**src/rtl/noise_voice.sv**
```systemverilog
// rtl/noise_voice.sv - LFSR noise voice with pitch divider and decaying envelope (option: NOISE_RESEED_EN)
module noise_voice #(
    parameter int LFSR_W   = 15,
    parameter int PERIOD_W = 8,
    parameter int VOL_W    = 4,
    parameter int OUT_W    = 13
) (
    input  logic                clk,
    input  logic                rst_n,
    input  logic                sample_clk,
    input  logic                tick_clk,
    input  logic                song_clk,
    input  logic                note_trigger,
    input  logic [PERIOD_W-1:0] period,
    input  logic                short_mode,
    input  logic [VOL_W-1:0]    start_atten,
    input  logic [2:0]          decay_rate,
    output logic [OUT_W-1:0]    audio_out
);

    typedef enum logic {MUTE = 1'b0, ACTIVE = 1'b1} state_t;

    localparam logic [VOL_W-1:0] ATTEN_MAX = '1;

    logic [LFSR_W-1:0]   lfsr;
    logic [PERIOD_W-1:0] div_cnt;
    logic [VOL_W-1:0]    atten, atten_d;
    logic [2:0]          env_cnt, env_cnt_d, env_inc;
    state_t              state, state_d;
    logic                trigger, fb, step_en;
    logic [7:0]          shifted;

    assign trigger = note_trigger & tick_clk & song_clk;
    assign fb      = lfsr[0] ^ (short_mode ? lfsr[6] : lfsr[1]);
    // A trigger restarts the divider and suppresses a coincident step.
    assign step_en = sample_clk & ~trigger & (div_cnt == period);
    assign env_inc = env_cnt + 3'd1;
    assign shifted = lfsr[7:0] >> atten[VOL_W-1:1];

    always_ff @(posedge clk or negedge rst_n) begin
        if (!rst_n) begin
            lfsr    <= '1;
            div_cnt <= '0;
        end else begin
            if (trigger)
                div_cnt <= '0;
            else if (sample_clk)
                div_cnt <= (div_cnt == period) ? '0 : div_cnt + PERIOD_W'(1);
`ifdef NOISE_RESEED_EN
            if (trigger)
                lfsr <= '1;
            else if (step_en)
                lfsr <= {fb, lfsr[LFSR_W-1:1]};
`else
            if (step_en)
                lfsr <= {fb, lfsr[LFSR_W-1:1]};
`endif
        end
    end

    always_ff @(posedge clk or negedge rst_n) begin
        if (!rst_n) begin
            state   <= MUTE;
            atten   <= ATTEN_MAX;
            env_cnt <= '0;
        end else begin
            state   <= state_d;
            atten   <= atten_d;
            env_cnt <= env_cnt_d;
        end
    end

    always_comb begin
        state_d   = state;
        atten_d   = atten;
        env_cnt_d = env_cnt;
        if (trigger) begin
            atten_d   = start_atten;
            env_cnt_d = '0;
            state_d   = (start_atten == ATTEN_MAX) ? MUTE : ACTIVE;
        end else if (state == ACTIVE) begin
            if (decay_rate == 3'd0) begin
                env_cnt_d = '0;
            end else if (tick_clk) begin
                if (env_inc == decay_rate) begin
                    env_cnt_d = '0;
                    atten_d   = atten + VOL_W'(1);
                    if (atten_d == ATTEN_MAX)
                        state_d = MUTE;
                end else begin
                    env_cnt_d = env_inc;
                end
            end
        end
    end

    always_ff @(posedge clk or negedge rst_n) begin
        if (!rst_n)
            audio_out <= '0;
        else
            audio_out <= (atten == ATTEN_MAX) ? '0 : {{(OUT_W-8){1'b0}}, shifted};
    end

endmodule

```
**config.mk**
```make
export PLATFORM = sky130hd
export DESIGN_NAME = noise_voice
export DESIGN_NICKNAME = d
export VERILOG_FILES = /design/src/rtl/noise_voice.sv
export SDC_FILE = /design/constraint.sdc
export NUM_CORES = 1
export LEC_CHECK = 0
export CORE_MARGIN = 3
export CORE_UTILIZATION = 65
export CTS_BUF_LIST = sky130_fd_sc_hd__clkbuf_8
export DETAILED_ROUTE_END_ITERATION = 8
export DONT_BUFFER_PORTS = 1
export GPL_TIMING_DRIVEN = 0
export HOLD_SLACK_MARGIN = 0.15
export PLACE_DENSITY_LB_ADDON = 0.2
export SLEW_MARGIN = 20
export SYNTH_ARGS = -nofsm -noshare
export SYNTH_HDL_FRONTEND = slang
export SYNTH_SLANG_ARGS = --single-unit
```
**constraint.sdc**
```tcl
create_clock -name clk -period 2.2 [get_ports clk]
set_input_delay 0.22 -clock clk [delete_from_list [all_inputs] [get_ports clk]]
set_output_delay 0.22 -clock clk [all_outputs]
set_load 0.03 [all_outputs]
```
# After elaboration in Yosys (flattened, before gate mapping)
# Cells that the tools add are included.
dict set report totals {
  reg_bits 39
  inputBits 22
  out_inout_bits 13
  elab_cells 52
}
dict set report classes {
  addsub 3
  eq_ne 6
  shifts 1
  n_mux 22
  n_bitwise 6
  reduce_logical 8
}
# cell count
set ops {}
lappend ops {{$mux 8} 4}
lappend ops {{$mux 4} 5}
lappend ops {{$mux 3} 5}
lappend ops {{$eq 4x4->1 const B} 3}
lappend ops {{$add 8x1->8 const B} 1}
lappend ops {{$eq 8x8->1} 1}
lappend ops {{$mux 1} 8}
lappend ops {{$reduce_bool 2->1} 4}
lappend ops {{$shr 8x3->8} 1}
lappend ops {{$add 4x1->4 const B} 1}
lappend ops {{$and 1x1->1} 4}
lappend ops {{$reduce_and 4->1} 1}
lappend ops {{$add 3x1->3 const B} 1}
lappend ops {{$eq 3x3->1} 1}
lappend ops {{$logic_not 3->1} 1}
lappend ops {{$reduce_bool 3->1} 1}
lappend ops {{$ne 2x2->1 const B} 1}
lappend ops {{$reduce_and 2->1} 1}
lappend ops {{$not 1->1} 1}
lappend ops {{$xor 1x1->1} 1}

# Depth between registers and ports, before layout
# Gate-level depths: netlist of run 1.
dict set report logic_depth {
  word_depth 8
  depth_mapped 6
  mapped_depth_nobuf 5
}

# Least setup slack after synthesis of run 1
# Ideal clock, no wire load.
dict set report synth_timing {
  kind {reg2reg}
  startpoint {reg div_cnt[4]}
  endpoint {reg lfsr[10]}
  arrival_time_ns 1.607
  setup_slack_ns 0.510
  path_stages_with_launch 6
  n_path_buf 1
  period_less_slack_ns 1.690
  cell_sequence {dfrtp_1 > xnor2_1 > nand4_2 > nor3_4 > buf_8 > mux2_2}
}
dict set report synth_via {
  elab_chain_len 2
}
# item line_no
set synth_lines {}
lappend synth_lines {{start, declared} 26} ;# logic [PERIOD_W-1:0] div_cnt;
lappend synth_lines {{start signal, assigned} 48} ;# div_cnt <= (div_cnt == period) ? '0 : div_cnt + PERIOD_W'(1);
lappend synth_lines {{$eq 8x8->1} 36} ;# assign step_en = sample_clk & ~trigger & (div_cnt == period);
lappend synth_lines {{$and 1x1->1} 36}
lappend synth_lines {{end signal, assigned} 56} ;# lfsr <= {fb, lfsr[LFSR_W-1:1]};
lappend synth_lines {{end, declared} 25} ;# logic [LFSR_W-1:0] lfsr;
# No other way between the ends.
# A chain may end at the register's enable or synchronous reset.

# Worst setup path in the final report of run 1
dict set report layout_timing {
  startpoint {reg div_cnt[4]}
  endpoint {reg lfsr[11]}
}
# Same word-level chain as after synthesis.

==> impl_metrics.py, run 1 <==
metrics = {
    "global_route": {
        "track_usage_pct": 23.5,
        "grt_pass1_wl_um": 7580,
        "antenna_found_initial": 0,
        "overflow": 0,
        "grt_pass1_vias": 1638,
        "grt_max_degree": 40,
    },
    "run": {
        "drv_cap": 0,
    },
    "sta": {
        "rsz0062_at_grt": "false",
        "fin_crit_ns": 1.90,
        "fin_crit_sh_pct": 86.4,
        "relSlewSlack_pct": 62.6,
        "finalHoldViolations": 0,
        "clock_skew_ns": 0.00463,
        "worstMarginPinSlew_ns": 0.559,
        "tns_ns": 0,
        "final-setup-viol-count": 0,
        "slew_violations": 0,
        "fmax_ghz": 0.526,
    },
    "floorplan": {
        "core-area_sq_um": 3130,
        "rows": 20,
        "die-area_sq_um": 4070,
        "fp.dieH_um": 63.8,
        "start_util_pct": 69.4,
        "io_pins": 35,
        "die_w_um": 63.8,
    },
    "power_and_ir_drop": {
        "p_int_mw": 1.50,
        "power_density_nw_per_um2": 882,
        "seq_power_share_pct": 42.9,
        "netSwitchingPower_mw": 0.677,
        "leakagePower_nw": 1.03,
        "ir_drop_mv": 0.576,
        "swShare_pct": 31.1,
        "p_clk_share_pct": 31.7,
        "pwr-share-comb_pct": 25.4,
    },
    "setup_path": {
        "reg2reg_from": "div_cnt[4]",
        "path_cells": "xnor2_1 > nand4_2 > nor3_4 > buf_8 > mux2_2",
        "path_class": "register to register",
        "arrival_ns": 2.11,
        "cp_max_fo": 10,
        "cp_slowest_cell": "dfrtp_1",
        "cp-end-kind": "register",
        "cp-start-kind": "register",
        "r2r_slack_ns": 0.30,
        "cpPeakStageDelay_ns": 0.44,
        "crit_required_ns": 2.41,
        "ff2ff_path_depth": 5,
        "timing.rr.end": "lfsr[11]",
    },
    "finish": {
        "nets": 254,
        "drive_above_1_share_pct": 24.0,
        "syn2layout_area_growth_pct": 13.5,
        "finalInstanceArea_sq_um": 2460,
        "layout_commonest_cell": "nand2_1",
        "final_cell_mix": "29 x nand2_1, 20 x dfrtp_1, 19 x dfstp_2",
        "antenna_cells": 0,
    },
    "outcome": {
        "status": "complete, no violations",
    },
    "clock_tree": {
        "clockBufferDepth": 2,
        "cts_tree": "built",
        "clk_latency_ns": 0.28,
        "cts_resized": 0,
        "cts_root_buffer": "clkbuf_8",
        "cts_buffers": 5,
        "clock-sinks": 39,
        "h-tree-depth": 2,
        "clkTransAtPathRegs_ns": 0.07,
    },
    "drt": {
        "vias_per_cell": 6.04,
        "drtIter0Drc": 201,
        "ant_nets": 0,
        "drtPass1Iterations": 5,
        "wl_per_cell_um": 16.2,
        "drc": 0,
        "vias": 1650,
        "drt-total-wl_um": 4440,
    },
    "placed_design": {
        "placed_area_sq_um": 2240,
        "portBuffers": 0,
        "dp_hpwl_um": 2940,
        "gp_congestion": 0.888,
    },
    "yosys": {
        "syn_avg_cell_area_sq_um": 10.4,
        "synth-seq-cells": 39,
        "ys_warn_count": 0,
        "ys_seq_area_share_pct": 46.0,
        "ys.flop_type": "dfrtp_1",
        "netlist.area_leader.share_pct": 23.0,
        "syn_area_sq_um": 2170,
        "async_reset_ff_share_pct": 100,
        "yosysUniqueCellTypes": 41,
        "yosys-top-cells-area": "dfrtp_1 23%, dfstp_2 23%, mux2_2 9.3%, xnor2_1 5.2%, nand2_1 5.0%",
        "yosysTopAreaCell": "dfrtp_1",
        "synth_cells": 209,
        "synth_edf_count": 0,
    },
    "worst_hold_path": {
        "min-delay-start": "sample_clk",
        "min_delay_path_depth": 3,
        "min_path_type": "primary input to register",
        "hold_end": "div_cnt[7]",
    },
}
-- power groups by stage --
stage / registers (mW) / logic, mW / clock network, mW
3_5_place_dp: 0.939 / 0.498 / 0
3_3_place_gp: 0.931 / 0.461 / 0
6_report: 0.932 / 0.552 / 0.691
5_1_grt: 0.945 / 0.615 / 0.737
2_1_floorplan: 0.912 / 0.415 / 0
4_1_cts: 0.928 / 0.537 / 0.702
-- registers in the layout, summed over array words and instances, names as in the netlist --
name / flops
env_cnt: 3
lfsr: 15
audio_out: 8
div_cnt: 8
atten: 4
state: 1
-- cell usage after synthesis, drive strengths merged, types with 4 or more instances --
library cell / n
dfrtp: 20
nor3: 6
o21ai: 13
clkbuf: 5
inv: 5
xnor2: 13
dfstp: 19
mux2i: 7
nor2: 9
o211ai: 6
nand3: 12
nand2: 29
ha: 4
mux2: 18
buf: 8
-- cells by family (layout without fill, tap and decap cells) --
group | count (synthesis) | in the layout | synth area share, %
simple gates | 74 | 74 | 17.6
flops | 39 | 39 | 46.0
compound gates | 31 | 31 | 9.22
mux | 25 | 25 | 12.6
buf+inv | 18 | 34 | 4.61
xor+xnor | 17 | 17 | 7.49
fa+ha+maj | 4 | 4 | 2.30
other cells | 1 | 5 | 0.173
-- through the flow --
stage	hold WS, ns	utilization, %	power [mW]	cells	setup slack, ns
2_1_floorplan	-0.0756	-	1.33	213	0.510
3_3_place_gp	-0.0748	71.7	1.39	257	0.381
3_5_place_dp	-0.0748	71.7	1.44	257	0.322
4_1_cts	0.166	78.2	2.17	271	0.292
5_1_grt	0.245	78.8	2.30	273	0.165
6_report	0.236	78.8	2.18	273	0.298
-- worst max path at each step --
stage | slack [ns] | startpoint | cells after the start | end
after floorplan | 0.51 | div_cnt[4] | 5 | lfsr[10]
after global placement | 0.38 | div_cnt[2] | 5 | lfsr[12]
after detailed placement | 0.32 | div_cnt[4] | 5 | lfsr[11]
after CTS | 0.29 | div_cnt[1] | 5 | lfsr[8]
after global routing | 0.17 | div_cnt[6] | 5 | lfsr[11]
final | 0.30 | div_cnt[4] | 5 | lfsr[11]
-- what timing repair did --
item,CTS,global route
hold buffers,6,2
endpoints found under the hold margin,43,1
buffers inserted,0,0
-- layout make-up --
cell class	count	area, sq um
multi-input combinational	156	1090
inverter	5	18.8
tap	44	55.1
buffer	13	81.3
clock inverter	3	63.8
clock buffer	5	68.8
sequential	39	1000
timing repair buffer	8	90.1
fill	206	663
-- routing by layer --
layer  global-route usage [%]  vias up  routed length [um]
li1                         -      774                   -
met1                     29.0      796                1770
met2                     41.2       72                2380
met3                     5.98        8                 252
met4                     5.12        0                  36
met5                        0        -                   0
-- critical path, delay by kind of cell (launching register included) --
family	cells	cell delay (ns)
simple gates	2	0.62
flops	1	0.44
mux	1	0.34
xor+xnor	1	0.23
buf+inv	1	0.19
No activity file was read; power rests on OpenSTA's default activity.
==> run 2: changes to the inputs <==
CORE_UTILIZATION = 30   (was 65)
==> impl_metrics.py, run 2 (synthesized netlist as in run 1, its figures left out) <==
metrics = {
    "finish": {
        "drive_above_1_share_pct": 24.7,
        "top_regs": "lfsr: 15 flops, audio_out: 8 flops, div_cnt: 8 flops",
        "nets": 252,
        "finalInstanceArea_sq_um": 2480,
        "antenna_cells": 0,
        "syn2layout_area_growth_pct": 14.0,
        "regMostFlops": "lfsr",
        "stdcell_count": 323,
        "layout_commonest_cell": "nand2_1",
        "final_cell_mix": "29 x nand2_1, 20 x dfrtp_1, 19 x dfstp_2",
        "largest_reg_flops": 15,
    },
    "drt": {
        "vias_per_cell": 4.68,
        "ant_nets": 0,
        "drtPass1Iterations": 4,
        "vias": 1511,
        "drc": 0,
        "drt-total-wl_um": 4220,
        "wl_per_cell_um": 13.1,
        "drtIter0Drc": 52,
    },
    "global_route": {
        "track_usage_pct": 11.0,
        "grt_pass1_vias": 1572,
        "grt_max_degree": 40,
        "antenna_found_initial": 0,
        "overflow": 0,
        "grt_pass1_wl_um": 7510,
    },
    "floorplan": {
        "die_w_um": 91.1,
        "core-area_sq_um": 6910,
        "rows": 30,
        "fp.dieH_um": 91.1,
        "start_util_pct": 31.4,
        "die-area_sq_um": 8300,
        "io_pins": 35,
    },
    "placed_design": {
        "gp_congestion": 0.743,
        "placed_area_sq_um": 2310,
        "dp_hpwl_um": 2980,
        "dp_cells": 309,
        "portBuffers": 0,
    },
    "clock_tree": {
        "cts_tree": "built",
        "clockBufferDepth": 2,
        "cts_buffers": 5,
        "clkTransAtPathRegs_ns": 0.09,
        "clock-sinks": 39,
        "clk_latency_ns": 0.30,
        "cts_root_buffer": "clkbuf_8",
        "cts_setup_buffers": 0,
        "cts_resized": 0,
        "h-tree-depth": 2,
    },
    "sta": {
        "worstMarginPinSlew_ns": 0.627,
        "clock_skew_ns": 0.0154,
        "rsz0062_at_grt": "false",
        "finalHoldViolations": 0,
        "fmax_ghz": 0.519,
        "fin_hold_ws_ns": 0.235,
        "fin_crit_sh_pct": 87.6,
        "tns_ns": 0,
        "slew_violations": 0,
        "fin_crit_ns": 1.93,
        "relSlewSlack_pct": 58.1,
        "final-setup-viol-count": 0,
    },
    "setup_path": {
        "arrival_ns": 2.15,
        "cpPeakStageDelay_ns": 0.44,
        "cp_slowest_cell": "dfrtp_1",
        "cp-end-kind": "register",
        "critPathTopFamily": "simple AND/OR/NAND/NOR gates",
        "crit_required_ns": 2.42,
        "cp-start-kind": "register",
        "path_class": "register to register",
        "path_cells": "xnor2_1 > nand4_1 > nor3_4 > buf_8 > mux2_2",
        "cp_max_fo": 10,
        "timing.critical_path.buf_inv": 1,
    },
    "outcome": {
        "status": "complete, no violations",
    },
    "run": {
        "drv_cap": 0,
    },
    "worst_hold_path": {
        "min_path_type": "primary input to register",
    },
    "power_and_ir_drop": {
        "leakagePower_nw": 0.997,
        "ir_drop_mv": 0.237,
        "power.total_mw": 1.95,
        "power_density_nw_per_um2": 789,
    },
}
[run 2: cell count changes in the layout (fill, tap and decap cells not counted), sizes merged]
cell / change
bufinv: -2
clkinvlp: +1
clkinv: +1
dlygate4sd3: -2
clkbuf: +1
inv: -1
[run 2: final timing paths]
check | start | depth (start not counted) | end | slack (ns)
max reg2reg | div_cnt[6] | 5 | lfsr[12] | 0.27
max in group asynchronous | rst_n | 2 | lfsr[11] | 1.54
min in group asynchronous | rst_n | 2 | env_cnt[0] | 0.40
min reg2reg | env_cnt[1] | 2 | env_cnt[1] | 0.50
max | div_cnt[6] | 5 | lfsr[12] | 0.27
min | sample_clk | 3 | div_cnt[3] | 0.23
[run 2: timing repair]
action / CTS / global route
hold buffers: 6 / 0
endpoints found under the hold margin: 44 / 0
endpoints found under the setup margin: 0 / 0
[run 2: layer usage]
| layer | GRT usage, % | wire length (um) | share of wire (%) |
|---|---|---|---|
| met1 | 14.7 | 2080 | 49 |
| met2 | 17.6 | 1960 | 46 |
| met3 | 2.15 | 132 | 3.1 |
| met4 | 3.77 | 46 | 1.1 |
| met5 | 0 | 0 | 0 |
[run 2: cell type report]
class                      count  area, sq um
clock inverter                 2         16.3
clock buffer                   6         82.6
buffer                        13         81.3
tap                           96          120
inverter                       5         18.8
timing repair buffer           6         70.1
multi-input combinational    156         1090
sequential                    39         1000
fill                         726         4430
[run 2: worst register-to-register path: stages, from the launching register on]
cell     delay, ns
dfrtp_1       0.44
xnor2_1       0.17
nand4_1       0.31
nor3_4        0.40
buf_8         0.19
mux2_2        0.33
[run 2: metrics by stage]
stage	util, %	setup WS [ns]
floorplan	-	0.510
finish	35.9	0.273
global route	35.9	0.0817
detailed placement	33.4	0.258
global placement	33.4	0.259
CTS	35.9	0.233
[run 2: report_power, final]
part	switching [mW]	internal, mW
logic	0.283	0.229
registers	0.110	0.816
clock network	0.260	0.256
==> run 3: changes to the inputs <==
CELL_PAD_IN_SITES_DETAIL_PLACEMENT = 1   (was unset)
CELL_PAD_IN_SITES_GLOBAL_PLACEMENT = 1   (was unset)
PLACE_DENSITY_LB_ADDON = 0.15   (was 0.2)
==> impl_metrics.py, run 3 (synthesized netlist as in run 1, its figures left out) <==
metrics = {
    "sta": {
        "rsz0062_at_grt": "false",
        "slew_violations": 0,
        "relSlewSlack_pct": 57.6,
        "fin_crit_ns": 1.93,
        "finalHoldViolations": 0,
        "fmax_ghz": 0.517,
        "tns_ns": 0,
        "worstMarginPinSlew_ns": 0.634,
        "final-setup-viol-count": 0,
        "fin_crit_sh_pct": 87.9,
        "clock_skew_ns": 0.00392,
    },
    "drt": {
        "vias_per_cell": 4.84,
        "vias": 1562,
        "drt-total-wl_um": 4640,
        "drtPass1Iterations": 4,
        "drc": 0,
        "drtIter0Drc": 35,
        "ant_nets": 0,
        "wl_per_cell_um": 14.4,
    },
    "global_route": {
        "antenna_found_initial": 0,
        "grt_max_degree": 40,
        "overflow": 0,
        "grt_pass1_wl_um": 8250,
        "track_usage_pct": 12.1,
        "grt_pass1_vias": 1690,
    },
    "clock_tree": {
        "cts_setup_buffers": 0,
        "clkTransAtPathRegs_ns": 0.08,
        "cts_buffers": 5,
        "cts_tree": "built",
        "clk_latency_ns": 0.28,
        "h-tree-depth": 2,
        "cts_root_buffer": "clkbuf_8",
        "clockBufferDepth": 2,
        "clock-sinks": 39,
        "hold_buffers": 6,
        "cts_resized": 0,
    },
    "placed_design": {
        "dp_hpwl_um": 3330,
        "gp_congestion": 0.775,
        "portBuffers": 0,
    },
    "setup_path": {
        "startpoint": "div_cnt[6]",
        "ff2ff_path_depth": 5,
        "cpPeakStageDelay_ns": 0.44,
        "crit_required_ns": 2.42,
        "cp-start-kind": "register",
        "arrival_ns": 2.15,
        "cp-end-kind": "register",
        "reg2reg_from": "div_cnt[6]",
        "path_cells": "xnor2_1 > nand4_1 > nor3_4 > buf_8 > mux2_2",
        "path_class": "register to register",
        "cp_max_fo": 10,
        "cp_slowest_cell": "dfrtp_1",
    },
    "finish": {
        "layout_commonest_cell": "nand2_1",
        "top_regs": "lfsr: 15 flops, audio_out: 8 flops, div_cnt: 8 flops",
        "register_area_sq_um": 1000,
        "multi_input_area_sq_um": 1090,
        "final_cell_mix": "29 x nand2_1, 20 x dfrtp_1, 19 x dfstp_2",
        "syn2layout_area_growth_pct": 14.9,
        "drive_above_1_share_pct": 24.7,
        "nets": 252,
        "largest_reg_flops": 15,
        "regMostFlops": "lfsr",
        "antenna_cells": 0,
        "fillCellCount": 802,
    },
    "power_and_ir_drop": {
        "p_clk_share_pct": 29.9,
        "p_int_mw": 1.41,
        "leakagePower_nw": 1.01,
        "seq_power_share_pct": 44.9,
        "netSwitchingPower_mw": 0.657,
        "power.total_mw": 2.07,
        "power_density_nw_per_um2": 829,
        "swShare_pct": 31.8,
        "pwr-share-comb_pct": 25.2,
        "ir_drop_mv": 0.273,
    },
    "floorplan": {
        "core-area_sq_um": 6910,
        "die_w_um": 91.1,
        "die-area_sq_um": 8300,
        "fp.dieH_um": 91.1,
        "rows": 30,
        "start_util_pct": 31.4,
        "io_pins": 35,
    },
    "worst_hold_path": {
        "min_delay_path_depth": 3,
        "min-delay-start": "start_atten[2]",
        "min_path_type": "primary input to register",
    },
    "outcome": {
        "status": "complete, no violations",
    },
    "run": {
        "drv_cap": 0,
    },
}
[run 3: final timing paths]
check	endpoint	slack [ns]
worst min-delay path	state	0.16
worst max-delay path	lfsr[14]	0.27
min in group asynchronous	audio_out[2]	0.40
worst min register to register	env_cnt[1]	0.50
max in group asynchronous	lfsr[7]	1.53
worst max register to register	lfsr[14]	0.27
[run 3: per-stage QoR]
stage	setup WS [ns]	utilization, %	cells	cell area (sq um)	hold slack [ns]
2_1_floorplan	0.510	-	213	2190	-0.0756
3_3_place_gp	0.253	33.4	309	2310	-0.0746
3_5_place_dp	0.234	33.4	309	2310	-0.0747
4_1_cts	0.212	36.1	323	2490	0.156
5_1_grt	0.0214	36.1	323	2490	0.168
6_report	0.266	36.1	323	2490	0.157
[run 3: area by class of cell]
cell class              instances  share of cell area [%]
inverters                       5                   0.752
plain buffers                  13                    3.26
well taps                      96                    4.81
clock buffers                   6                    3.31
flip-flops and latches         39                    40.1
repair buffers                  6                    2.81
clock inverters                 2                    1.40
multi-input cells             156                    43.6
[run 3: power by group through the flow]
| stage | Sequential (mW) | Combinational, mW | Clock (mW) |
|---|---|---|---|
| after floorplan | 0.912 | 0.415 | 0 |
| after global placement | 0.943 | 0.495 | 0 |
| after CTS | 0.932 | 0.532 | 0.650 |
| after detailed placement | 0.945 | 0.500 | 0 |
| final | 0.929 | 0.522 | 0.618 |
| after global routing | 0.947 | 0.614 | 0.675 |
[run 3: worst max-delay path: cells and delay by family (launching register included)]
kind | cells | cell delay [ns]
xor gates and xnor gates | 1 | 0.18
buffers and inverters | 1 | 0.19
DFF | 1 | 0.44
and+or+nand+nor | 2 | 0.71
muxes | 1 | 0.34
[run 3: metal layers]
layer	track usage [%]	part of all wire, %
met1	16.6	49
met2	18.8	45
met3	3.23	4.7
met4	3.02	0.95
met5	0	0
